--- src/rtl/row_loader_if.sv ---
// Word stream from the host or UART bridge into the row loader.
// The host drives data/valid; the loader answers with ready.
interface row_loader_if #(
    parameter int IW = 16
);
    logic [IW-1:0] in_data;
    logic          in_valid;
    logic          in_ready;

    modport master (output in_data, output in_valid, input in_ready);
    modport slave  (input in_data, input in_valid, output in_ready);
endinterface

--- src/rtl/row_loader.sv ---
// Row configuration loader: decodes header words, fills per-core program
// storage and lengths, and holds the row until a RUN command arrives.
module row_loader #(
    parameter int NCORES = 4,
    parameter int MAXLEN = 15,
    parameter int IW     = 16
) (
    input  logic                                clk,
    input  logic                                rst,
    row_loader_if.slave                         host,
    output logic [NCORES*MAXLEN-1:0][IW-1:0]    prog,
    output logic [NCORES-1:0][3:0]              plen,
    output logic                                core_hold,
    output logic                                busy,
    output logic                                err
);

    typedef enum logic [0:0] {HDR = 1'b0, DATA = 1'b1} state_t;

    localparam logic [4:0] NCORES_W = 5'(NCORES);
    localparam logic [3:0] MAXLEN_W = 4'(MAXLEN);

    state_t     state_r, state_s;
    logic       ready_r;
    logic [3:0] idx_r, idx_s;
    logic [3:0] len_r, len_s;
    logic [3:0] cnt_r, cnt_s;
    logic       hold_s, busy_s, err_s;
    logic       wr_en_s, commit_s, clr_one_s, clr_all_s;

    logic       accept_s;
    logic [1:0] op_s;
    logic [3:0] hidx_s, hlen_s;
    logic       load_ok_s;

    assign host.in_ready = ready_r;
    assign accept_s      = host.in_valid & ready_r;
    assign op_s          = host.in_data[15:14];
    assign hidx_s        = host.in_data[11:8];
    assign hlen_s        = host.in_data[3:0];
    assign load_ok_s     = ({1'b0, hidx_s} < NCORES_W) && (hlen_s <= MAXLEN_W);

    // Next-state and command decode for the header/data sequencer
    always_comb begin
        state_s   = state_r;
        idx_s     = idx_r;
        len_s     = len_r;
        cnt_s     = cnt_r;
        hold_s    = core_hold;
        busy_s    = busy;
        err_s     = err;
        wr_en_s   = 1'b0;
        commit_s  = 1'b0;
        clr_one_s = 1'b0;
        clr_all_s = 1'b0;
        if (accept_s) begin
            case (state_r)
                HDR: begin
                    case (op_s)
                        2'b01: begin
                            if (load_ok_s) begin
                                hold_s    = 1'b1;
                                clr_one_s = 1'b1;
                                idx_s     = hidx_s;
                                len_s     = hlen_s;
                                cnt_s     = 4'd0;
                                if (hlen_s != 4'd0) begin
                                    state_s = DATA;
                                    busy_s  = 1'b1;
                                end else begin
                                    state_s = HDR;
                                    busy_s  = 1'b0;
                                end
                            end else begin
                                err_s = 1'b1;
                            end
                        end
                        2'b10: hold_s = 1'b0;
                        2'b11: begin
                            hold_s    = 1'b1;
                            clr_all_s = 1'b1;
                        end
                        default: hold_s = core_hold;
                    endcase
                end
                DATA: begin
                    wr_en_s = 1'b1;
                    // Length is committed together with the final word
                    if (cnt_r == len_r - 4'd1) begin
                        commit_s = 1'b1;
                        state_s  = HDR;
                        busy_s   = 1'b0;
                        cnt_s    = 4'd0;
                    end else begin
                        cnt_s = cnt_r + 4'd1;
                    end
                end
                default: state_s = HDR;
            endcase
        end else begin
            state_s = state_r;
        end
    end

    // Sequencer and status registers
    always_ff @(posedge clk or negedge rst) begin
        if (!rst) begin
            state_r   <= HDR;
            ready_r   <= 1'b0;
            idx_r     <= 4'd0;
            len_r     <= 4'd0;
            cnt_r     <= 4'd0;
            core_hold <= 1'b1;
            busy      <= 1'b0;
            err       <= 1'b0;
        end else begin
            state_r   <= state_s;
            ready_r   <= 1'b1;
            idx_r     <= idx_s;
            len_r     <= len_s;
            cnt_r     <= cnt_s;
            core_hold <= hold_s;
            busy      <= busy_s;
            err       <= err_s;
        end
    end

    // Program storage and committed lengths
    always_ff @(posedge clk or negedge rst) begin
        if (!rst) begin
            prog <= '0;
            plen <= '0;
        end else begin
            for (int c = 0; c < NCORES; c++) begin
                if (clr_all_s) begin
                    plen[c] <= 4'd0;
                end else if (clr_one_s && (hidx_s == 4'(c))) begin
                    plen[c] <= 4'd0;
                end else if (commit_s && (idx_r == 4'(c))) begin
                    plen[c] <= len_r;
                end
                for (int i = 0; i < MAXLEN; i++) begin
                    if (wr_en_s && (idx_r == 4'(c)) && (cnt_r == 4'(i))) begin
                        prog[c*MAXLEN+i] <= host.in_data;
                    end
                end
            end
        end
    end

endmodule

--- src/flat_wrapper.sv ---
// flat-port wrapper written by rule: the top's interface ports become plain ports
module row_loader_flat 
#(
    parameter int NCORES = 4,
    parameter int MAXLEN = 15,
    parameter int IW     = 16
)
  (clk, rst, prog, plen, core_hold, busy, err, host_in_data, host_in_valid, host_in_ready);
  row_loader_if #(.IW(IW)) host_i ();
  input  logic clk;
  input  logic rst;
  output logic [NCORES*MAXLEN-1:0][IW-1:0] prog;
  output logic [NCORES-1:0][3:0] plen;
  output logic core_hold;
  output logic busy;
  output logic err;
  input wire logic [$bits(host_i.in_data)-1:0] host_in_data;
  input wire logic [$bits(host_i.in_valid)-1:0] host_in_valid;
  output wire logic [$bits(host_i.in_ready)-1:0] host_in_ready;
  assign host_i.in_data = host_in_data;
  assign host_i.in_valid = host_in_valid;
  assign host_in_ready = host_i.in_ready;
  row_loader #(.NCORES(NCORES), .MAXLEN(MAXLEN), .IW(IW)) u_core (.clk(clk), .rst(rst), .host(host_i), .prog(prog), .plen(plen), .core_hold(core_hold), .busy(busy), .err(err));
endmodule
--- config.mk ---
export PLATFORM = sky130hd
export DESIGN_NAME = row_loader_flat
export DESIGN_NICKNAME = d
export VERILOG_FILES = /design/src/rtl/row_loader_if.sv /design/src/rtl/row_loader.sv /design/src/flat_wrapper.sv
export SDC_FILE = /design/constraint.sdc
export NUM_CORES = 1
export LEC_CHECK = 0
export ABC_AREA = 1
export ABC_CLOCK_PERIOD_IN_PS = 2550
export BUFFER_PORTS_ARGS = -buffer_cell sky130_fd_sc_hd__buf_2
export CORE_AREA = 3 3 390 392
export CTS_BUF_LIST = sky130_fd_sc_hd__clkbuf_4 sky130_fd_sc_hd__clkbuf_8 sky130_fd_sc_hd__clkbuf_16
export DETAILED_ROUTE_END_ITERATION = 12
export DIE_AREA = 0 0 393 395
export SLEW_MARGIN = 20
export SYNTH_ARGS = -nofsm -noshare
export SYNTH_HDL_FRONTEND = slang
export SYNTH_SLANG_ARGS = --single-unit
--- constraint.sdc ---
create_clock -name clk -period 2.55 [get_ports clk]
set_input_delay 0.3825 -clock clk [delete_from_list [all_inputs] [get_ports clk]]
set_output_delay 0.3825 -clock clk [all_outputs]
set_load 0.005 [all_outputs]
Word level (Yosys, flattened, before mapping)
Cells that the tools add are included.
{"block": "op_classes", "addsub": 2, "order_cmp": 2, "bitwise_logic": 3, "n_reduce_logical": 87, "mux": 39, "eq_ne": 28}
{"op": "1-bit logical AND", "count": 73}
{"op": "4-bit two-way mux", "count": 15}
{"op": "4-bit equality test, second input constant", "count": 7}
{"op": "4-bit by 2-bit equality test with 1-bit output, second input constant", "count": 6}
{"op": "1-bit two-way mux", "count": 20}
{"op": "4-bit by 3-bit equality test with 1-bit output, second input constant", "count": 4}
{"op": "4-bit AND reduction", "count": 4}
{"op": "3-bit nonzero test", "count": 5}
{"op": "4-bit by 1-bit equality test with 1-bit output, second input constant", "count": 3}
{"op": "4-bit logical NOT", "count": 3}
{"op": "4-bit one-hot mux with 2 select lines", "count": 1}
{"op": "4-bit by 1-bit adder with 4-bit output, second input constant", "count": 1}
{"op": "2-bit equality test, second input constant", "count": 2}
{"op": "4-bit equality test", "count": 1}
{"op": "4-bit <= comparator, second input constant", "count": 1}
{"op": "4-bit by 3-bit less-than comparator with 1-bit output, second input constant", "count": 1}
{"op": "2-bit by 1-bit != test with 1-bit output, second input constant", "count": 2}
{"op": "2-bit != test, second input constant", "count": 2}
{"op": "1-bit one-hot mux with 2 select lines", "count": 2}
{"op": "4-bit nonzero test", "count": 1}
{"op": "4-bit by 1-bit subtractor with 4-bit output, second input constant", "count": 1}
{"op": "1-bit one-hot mux with 3 select lines", "count": 1}
{"op": "3-bit AND reduction", "count": 1}
{"op": "2-bit by 1-bit equality test with 1-bit output, second input constant", "count": 1}
{"op": "2 further kinds", "count": 3}
{"block": "totals", "reg_bits": 993, "input_bits": 19, "output_inout_bits": 980, "word_cells": 233}

Longest topological paths before layout
Gate-level depths: netlist of run 1.
{"block": "depth", "ltp_word": 9, "ltp_mapped": 12, "mapped_depth_nobuf": 12}

Least setup slack after synthesis of run 1
No wires, ideal clock.
{"block": "synth_path", "kind": "reg2reg", "from": "register u_core.len_r[0]", "to": "register u_core.plen[10] (netlist name)", "t_arrival_ns": 1.605, "required_time_ns": 2.485, "path_slack_ns": 0.880, "setup_ns": 0.065, "path_stages_with_launch": 9, "n_path_buf": 0, "period_less_slack_ns": 1.670, "path_cell_list": "dfrtp_1 -> inv_1 -> ha_1 -> xnor2_1 -> nor2_2 -> nand4_1 -> inv_1 -> nand2_1 -> nand2_1"}
{"block": "synth_via", "elab_chain_cells": 7}
{"element": "from (decl)", "line_no": "row_loader.sv:26", "source": "logic [3:0] len_r, len_s;"}
{"element": "from (signal assigned)", "line_no": "row_loader.sv:120", "source": "len_r <= len_s;"}
{"element": "4-bit by 1-bit subtractor with 4-bit output", "line_no": "row_loader.sv:89", "source": "if (cnt_r == len_r - 4'd1) begin"}
{"element": "4-bit equality test", "line_no": "row_loader.sv:89"}
{"element": "1-bit two-way mux", "line_no": "row_loader.sv:89"}
{"element": "1-bit two-way mux", "line_no": "row_loader.sv:57", "source": "case (state_r)"}
{"element": "1-bit two-way mux", "line_no": "row_loader.sv:56", "source": "if (accept_s) begin"}
{"element": "1-bit logical AND", "line_no": "row_loader.sv:139", "source": "end else if (commit_s && (idx_r == 4'(c))) begin"}
{"element": "3-bit nonzero test (no line)"}
{"element": "to (signal, indexed assignment)", "line_no": "row_loader.sv:140", "source": "plen[c] <= len_r;"}
{"element": "to (decl)", "line_no": "row_loader.sv:12", "source": "output logic [NCORES-1:0][3:0] plen,"}
No other way between the ends.
A chain may end at the register's enable or synchronous reset.

Final worst setup path of run 1
{"block": "layout_path", "from": "register u_core.cnt_r[1]", "to": "register u_core.prog[71] (netlist name)"}
{"block": "layout_via", "elab_chain_cells": 2}
{"element": "from (decl)", "line_no": "row_loader.sv:27", "source": "logic [3:0] cnt_r, cnt_s;"}
{"element": "from (signal assigned)", "line_no": "row_loader.sv:121", "source": "cnt_r <= cnt_s;"}
{"element": "4-bit by 3-bit equality test with 1-bit output", "line_no": "row_loader.sv:143", "source": "if (wr_en_s && (idx_r == 4'(c)) && (cnt_r == 4'(i))) begin"}
{"element": "1-bit logical AND", "line_no": "row_loader.sv:143"}
{"element": "to (signal, indexed assignment)", "line_no": "row_loader.sv:144", "source": "prog[c*MAXLEN+i] <= host.in_data;"}
{"element": "to (decl)", "line_no": "row_loader.sv:11", "source": "output logic [NCORES*MAXLEN-1:0][IW-1:0] prog,"}
No other way between the ends.

==> out/metrics.cfg, run 1 <==
[synthesis]
synth_cells=3500
ys_seq_elements=993
syn_area_mm2=0.0363
synth_most_common_cell=nand2_1
synth_top_area_cell=dfrtp_1
ys_warn_count=0
synth_edf_count=0
syn-num-nets=3524
yosysTopAreaCellShare=0.683
synth.area.top_cells=dfrtp_1 68%, nand2_1 11%, o21ai_0 8.7%, o21ai_1 4.7%, clkbuf_1 1.7%
ys_top_cells_by_count=1,072 x nand2_1, 992 x dfrtp_1, 631 x o21ai_0
synth_cell_type_count=28
ys_seq_area_frac=0.684
synthFlopType=dfrtp_1
async_flop_share=1.00
postSynthAreaPerCell_um2=10.4

[timing]
fmax_mhz=429
slew_viol_final=0
worstMarginPinSlew_ns=0.843
max_slew_margin=0.436
finalSetupViolations=0
grt_setup_unrepaired=no
finalCritPeriodShare=0.914
fin_skew_ns=0.0347
fin_tns_setup_ns=0
whs_ns=0.112
period_needed_ns=2.33
hold_violations=0

[worst_setup_path]
crit_fanout=32
startpoint_type=flip-flop
r2r_slack_ns=0.22
end_kind=flip-flop
arrival_ns=2.89
worstSetupPathType=reg2reg
required_ns=3.11

[route]
avgRoutedWirePerCell_um=21.5
final_antenna_net_count=0
drt-vias-per-instance=4.48
drt-initial-drc-count=2024
num_vias=28981
wirelength_mm=139
firstDrtPassIters=6
drc_errors=0

[floorplanning]
coreArea_mm2=0.149
die_x_um=393
initial_utilization=0.243
die_area_mm2=0.155
num_rows=142
fp.dieH_um=395
io_pins=999

[placed_design]
place_area_mm2=0.0435
gp_congestion=0.803
dp_hpwl_mm=90.1
placement.io_buffers=998

[layout]
final_area_mm2=0.0473
multi_input_area_mm2=0.00983
nFillCells=15524
utilization=0.317
drive_gt1_frac=0.305
nNetsFinal=4463
regArea_mm2=0.0249
area_growth_pct=30.1

[pwr]
ir_drop_uv=546
power_density_mw_per_mm2=713
p_leak_nw=25.1

[clocking]
clockRootBuffer=clkbuf_16
cts_setup_buffers=0
clk_pin_slew_ns=0.06
htreeDepth=3
cts_buffer_depth=3
clock-sinks=993
cts_buffers=106
clock_latency_ns=0.70
cts_tree=yes

[global_route]
overflow=0
grt_usage=0.173
antenna_found_initial=2
grt_first_pass_wirelength_mm=200
grt_max_degree=104
grt_pass1_vias=28309

[status]
outcome=finished, final reports clean

[run]
drv_cap=0

[min_path]
hp-class=in2reg

## layer usage
metal  up-vias  global-route usage  routed length (um)
met5         -                   0                   0
met4         0              0.0655                4970
met3       249              0.0397               10300
met2      1130               0.287               66100
met1     14306               0.220               57500
li1      13296                   -                   -
## cell type report
type | instances | share of cell area
Antenna cell | 2 | 0.000106
Clock buffer | 156 | 0.0680
Clock inverter | 38 | 0.0103
Inverter | 55 | 0.00479
Multi-Input combinational cell | 2170 | 0.208
Sequential cell | 993 | 0.526
Tap cell | 1944 | 0.0515
Timing Repair Buffer | 1113 | 0.132
## worst max-delay path, cell delays in order, from the launching register on
cell and delay (ns):
dfrtp_1 0.43, inv_1 0.12, ha_1 0.14, inv_1 0.10, nor2_1 0.67, nand2_1 0.24, buf_4 0.29, nand2_1 0.09
o21ai_0 0.08
## path summary, 6_finish.rpt
check,startpoint,endpoint,depth (start not counted)
min in group asynchronous,rst,u_core.prog[568]$_DFFE_PN0P_,2
setup reg to reg,u_core.cnt_r[1]$_DFFE_PN0P_,u_core.prog[71]$_DFFE_PN0P_,8
max in group asynchronous,rst,u_core.prog[241]$_DFFE_PN0P_,3
setup / recovery,u_core.cnt_r[1]$_DFFE_PN0P_,u_core.prog[71]$_DFFE_PN0P_,8
hold / removal,host_in_valid,u_core.state_r$_DFFE_PN0P_,4
hold reg to reg,u_core.prog[438]$_DFFE_PN0P_,u_core.prog[438]$_DFFE_PN0P_,2
## registers in the layout, indices dropped and copies added, names as in the netlist
register and cells:
u_core.plen 16, u_core.state_r 1, u_core.core_hold 1, u_core.prog 960
u_core.err 1, u_core.idx_r 4, u_core.cnt_r 4, u_core.len_r 4
u_core.host.in_ready 1, u_core.busy 1
## cell usage in the layout (no fill, tap or decap), types with 19 or more instances in the layout
| cell type | synthesis | layout |
|---|---|---|
| clkbuf_16 | 0 | 107 |
| nand2_2 | 18 | 19 |
| buf_4 | 0 | 79 |
| clkbuf_4 | 0 | 22 |
| nand2_4 | 24 | 24 |
| nand3_1 | 30 | 30 |
| nor2_1 | 24 | 23 |
| buf_2 | 82 | 997 |
| o21ai_0 | 631 | 631 |
| nand2_1 | 1072 | 1071 |
| clkbuf_8 | 0 | 27 |
| inv_1 | 51 | 35 |
| clkinv_2 | 0 | 32 |
| dfrtp_1 | 992 | 992 |
| buf_12 | 0 | 27 |
| o21ai_1 | 338 | 338 |
## per-stage QoR
step                cells  power (mW)  setup slack (ns)
floorplan            3500        16.8             0.880
global placement     6266        18.0             0.188
detailed placement   6266        18.0             0.158
CTS                  6469        34.2             0.125
global route         6469        34.9             0.157
finish               6471        33.7             0.220
## power breakdown
group / switching, mW / internal [mW] / total [mW]
Sequential: 0.0581 / 15.8 / 15.9
Clock: 6.65 / 9.39 / 16.0
Combinational: 1.48 / 0.332 / 1.82
Total: 8.19 / 25.5 / 33.7
## timing repair
action | in CTS | in global routing
hold buffers | 9 | 0
resized for setup | 0 | 1
hold endpoints to repair | 36 | 0
setup endpoints to repair | 0 | 3
## cell families (layout without fill, tap and decap cells)
family | count (synthesis) | in the layout | synth area share
fa+ha+maj | 5 | 5 | 0.00172
simple gates | 1188 | 1188 | 0.134
other cells | 1 | 3 | 0.000103
buf+inv | 337 | 1362 | 0.0457
compound gates | 974 | 974 | 0.134
xor+xnor | 2 | 2 | 0.000482
flops | 993 | 993 | 0.684
Power figures use the tool's default switching activity.
==> run 2: changes to the inputs <==
- PLACE_DENSITY: not set -> 0.49
==> run 2 against run 1 <==
Effect of this change:
- non-clock buffer count grew 5
- worst setup slack better by 0.12 ns
- utilization increased by 0.27 points
- clock skew down 0.014 ns
- register-to-register slack better by 0.12 ns
- highest routed layer is now met5
==> out/metrics.cfg, run 2 (same netlist as run 1, synthesis figures left out) <==
[status]
outcome=finished, final reports clean

[worst_setup_path]
worstSetupPathType=reg2reg
required_ns=3.10  ; about the same
arrival_ns=2.76  ; -0.13 ns
end_kind=flip-flop
r2r_slack_ns=0.34  ; +0.12 ns
startpoint_type=flip-flop
crit_fanout=32  ; unchanged

[layout]
largest_reg_flops=960  ; unchanged
final_area_mm2=0.0477  ; +0.86%
nNetsFinal=4473  ; +0.22%
final_cell_mix=1,072 x nand2_1, 997 x buf_2, 992 x dfrtp_1, 631 x o21ai_0, 338 x o21ai_1
drive_gt1_frac=0.307  ; +0.00155
area_growth_pct=31.2
regMostFlops=u_core.prog
nFillCells=15668  ; +0.93%
layout_commonest_cell=nand2_1
top_regs=u_core.prog (960), u_core.plen (16)

[pwr]
p_leak_nw=25.4  ; +0.92%
power_density_mw_per_mm2=729  ; +2.2%
pwr-share-seq=0.457  ; -0.014
swShare=0.239  ; -0.00416
ir_drop_uv=642  ; +18%
internal_power_mw=26.5  ; +3.6%
p_sw_mw=8.30  ; +1.3%
comb_power_share=0.053  ; about the same
clock_power_share=0.490  ; +0.014

[route]
wirelength_mm=144  ; +3.7%
firstDrtPassIters=5  ; -1
drt-initial-drc-count=1977  ; -2.3%
drc_errors=0  ; unchanged
avgRoutedWirePerCell_um=22.2  ; +3.5%
drt-vias-per-instance=4.38  ; -2.1%
final_antenna_net_count=0  ; unchanged
num_vias=28428  ; -1.9%

[clocking]
clock-sinks=993  ; unchanged
htreeDepth=3  ; unchanged
cts_tree=yes
clk_pin_slew_ns=0.06  ; about the same
clock_latency_ns=0.72  ; +0.02 ns
cts_buffers=111  ; +4.7%
clockRootBuffer=clkbuf_16
cts_buffer_depth=3  ; unchanged
cts_setup_buffers=0  ; unchanged

[run]
drv_cap=0  ; unchanged

[timing]
fmax_mhz=453  ; +5.4%
fin_skew_ns=0.0205  ; -0.0142 ns
finalCritPeriodShare=0.866  ; -0.0472
worstMarginPinSlew_ns=0.707  ; -0.137 ns
fin_tns_setup_ns=0  ; unchanged
slew_viol_final=0  ; unchanged
grt_setup_unrepaired=no
finalSetupViolations=0  ; unchanged
max_slew_margin=0.529  ; +0.0931
hold_violations=0  ; unchanged
period_needed_ns=2.21  ; -0.120 ns

[floorplanning]
initial_utilization=0.243  ; unchanged
die_area_mm2=0.155  ; unchanged
die_x_um=393  ; unchanged
num_rows=142  ; unchanged
coreArea_mm2=0.149  ; unchanged
io_pins=999  ; unchanged
fp.dieH_um=395  ; unchanged

[global_route]
grt_pass1_vias=27311  ; -3.5%
grt_usage=0.180  ; +0.00673
overflow=0  ; unchanged
grt_first_pass_wirelength_mm=205  ; +2.6%
antenna_found_initial=6  ; +4
grt_max_degree=83  ; -20%

[placed_design]
dp_hpwl_mm=94.6  ; +5.0%
place_area_mm2=0.0436  ; +0.34%
gp_congestion=0.795  ; -1.0%
placement.io_buffers=998  ; unchanged

[min_path]
hp-class=in2reg

==> run 2: cell count changes in the layout (fill, tap and decap cells not counted), sizes merged <==
| cell | previous run | this run |
|---|---|---|
| buf | 1104 | 1109 |
| bufinv | 6 | 10 |
| clkbuf | 156 | 164 |
| clkinv | 39 | 36 |
| clkinvlp | 9 | 3 |
| diode | 2 | 4 |
| inv | 39 | 44 |
==> run 2: repair_timing <==
action,in CTS,in global routing
hold endpoints to repair,259,0
endpoints found under the setup margin,0,6
hold buffers,9,0
resized for setup,0,1
==> run 2: layout make-up <==
cell class | instances | area (um2) | share of cell area
Antenna cell | 4 | 10.0 | 0.000210
Clock buffer | 164 | 3410 | 0.0716
Clock inverter | 38 | 543 | 0.0114
Inverter | 55 | 226 | 0.00475
Multi-Input combinational cell | 2170 | 9830 | 0.206
Sequential cell | 993 | 24900 | 0.521
Tap cell | 1944 | 2430 | 0.0510
Timing Repair Buffer | 1118 | 6380 | 0.134
==> run 2: final timing paths <==
path | from | depth (start not counted) | endpoint
setup / recovery | u_core.cnt_r[1]$_DFFE_PN0P_ | 9 | u_core.prog[313]$_DFFE_PN0P_
hold / removal | host_in_data[10] | 3 | u_core.err$_DFFE_PN0P_
setup reg to reg | u_core.cnt_r[1]$_DFFE_PN0P_ | 9 | u_core.prog[313]$_DFFE_PN0P_
hold reg to reg | u_core.prog[881]$_DFFE_PN0P_ | 2 | u_core.prog[881]$_DFFE_PN0P_
max in group asynchronous | rst | 4 | u_core.prog[355]$_DFFE_PN0P_
min in group asynchronous | rst | 2 | u_core.prog[202]$_DFFE_PN0P_
==> run 2: power by group through the flow <==
stage / Sequential (mW) / Combinational (mW) / Clock, mW
floorplan: 16.2 / 0.644 / 0
global placement: 16.2 / 1.94 / 0
detailed placement: 16.2 / 1.94 / 0
CTS: 15.9 / 1.95 / 17.5
global route: 15.9 / 2.04 / 18.1
finish: 15.9 / 1.85 / 17.0
==> run 2: per-layer routing <==
| layer | vias up | part of all wire | track usage |
|---|---|---|---|
| met3 | 191 | 0.080 | 0.0517 |
| met5 | - | 0.00015 | 0 |
| met1 | 13948 | 0.42 | 0.228 |
| met4 | 4 | 0.027 | 0.0563 |
| li1 | 13358 | - | - |
| met2 | 927 | 0.47 | 0.296 |
==> run 2: through the flow <==
stage	setup WS (ns)	total power, mW	hold WS [ns]	std cells	util
5_1_grt	0.111	36.0	0.155	6482	0.319
4_1_cts	0.142	35.3	0.0928	6482	0.319
3_5_place_dp	0.159	18.1	0.360	6271	0.292
6_report	0.341	34.8	0.177	6486	0.319
2_1_floorplan	0.880	16.8	0.0869	3500	-
3_3_place_gp	0.205	18.1	0.361	6271	0.292
==> run 2: critical path: stages (launching register included) <==
cell	delay [ns]
dfrtp_1	0.43
inv_1	0.12
ha_1	0.17
inv_1	0.10
nor2_1	0.43
buf_4	0.25
nand2_1	0.06
buf_4	0.27
nand2_1	0.10
o21ai_0	0.09
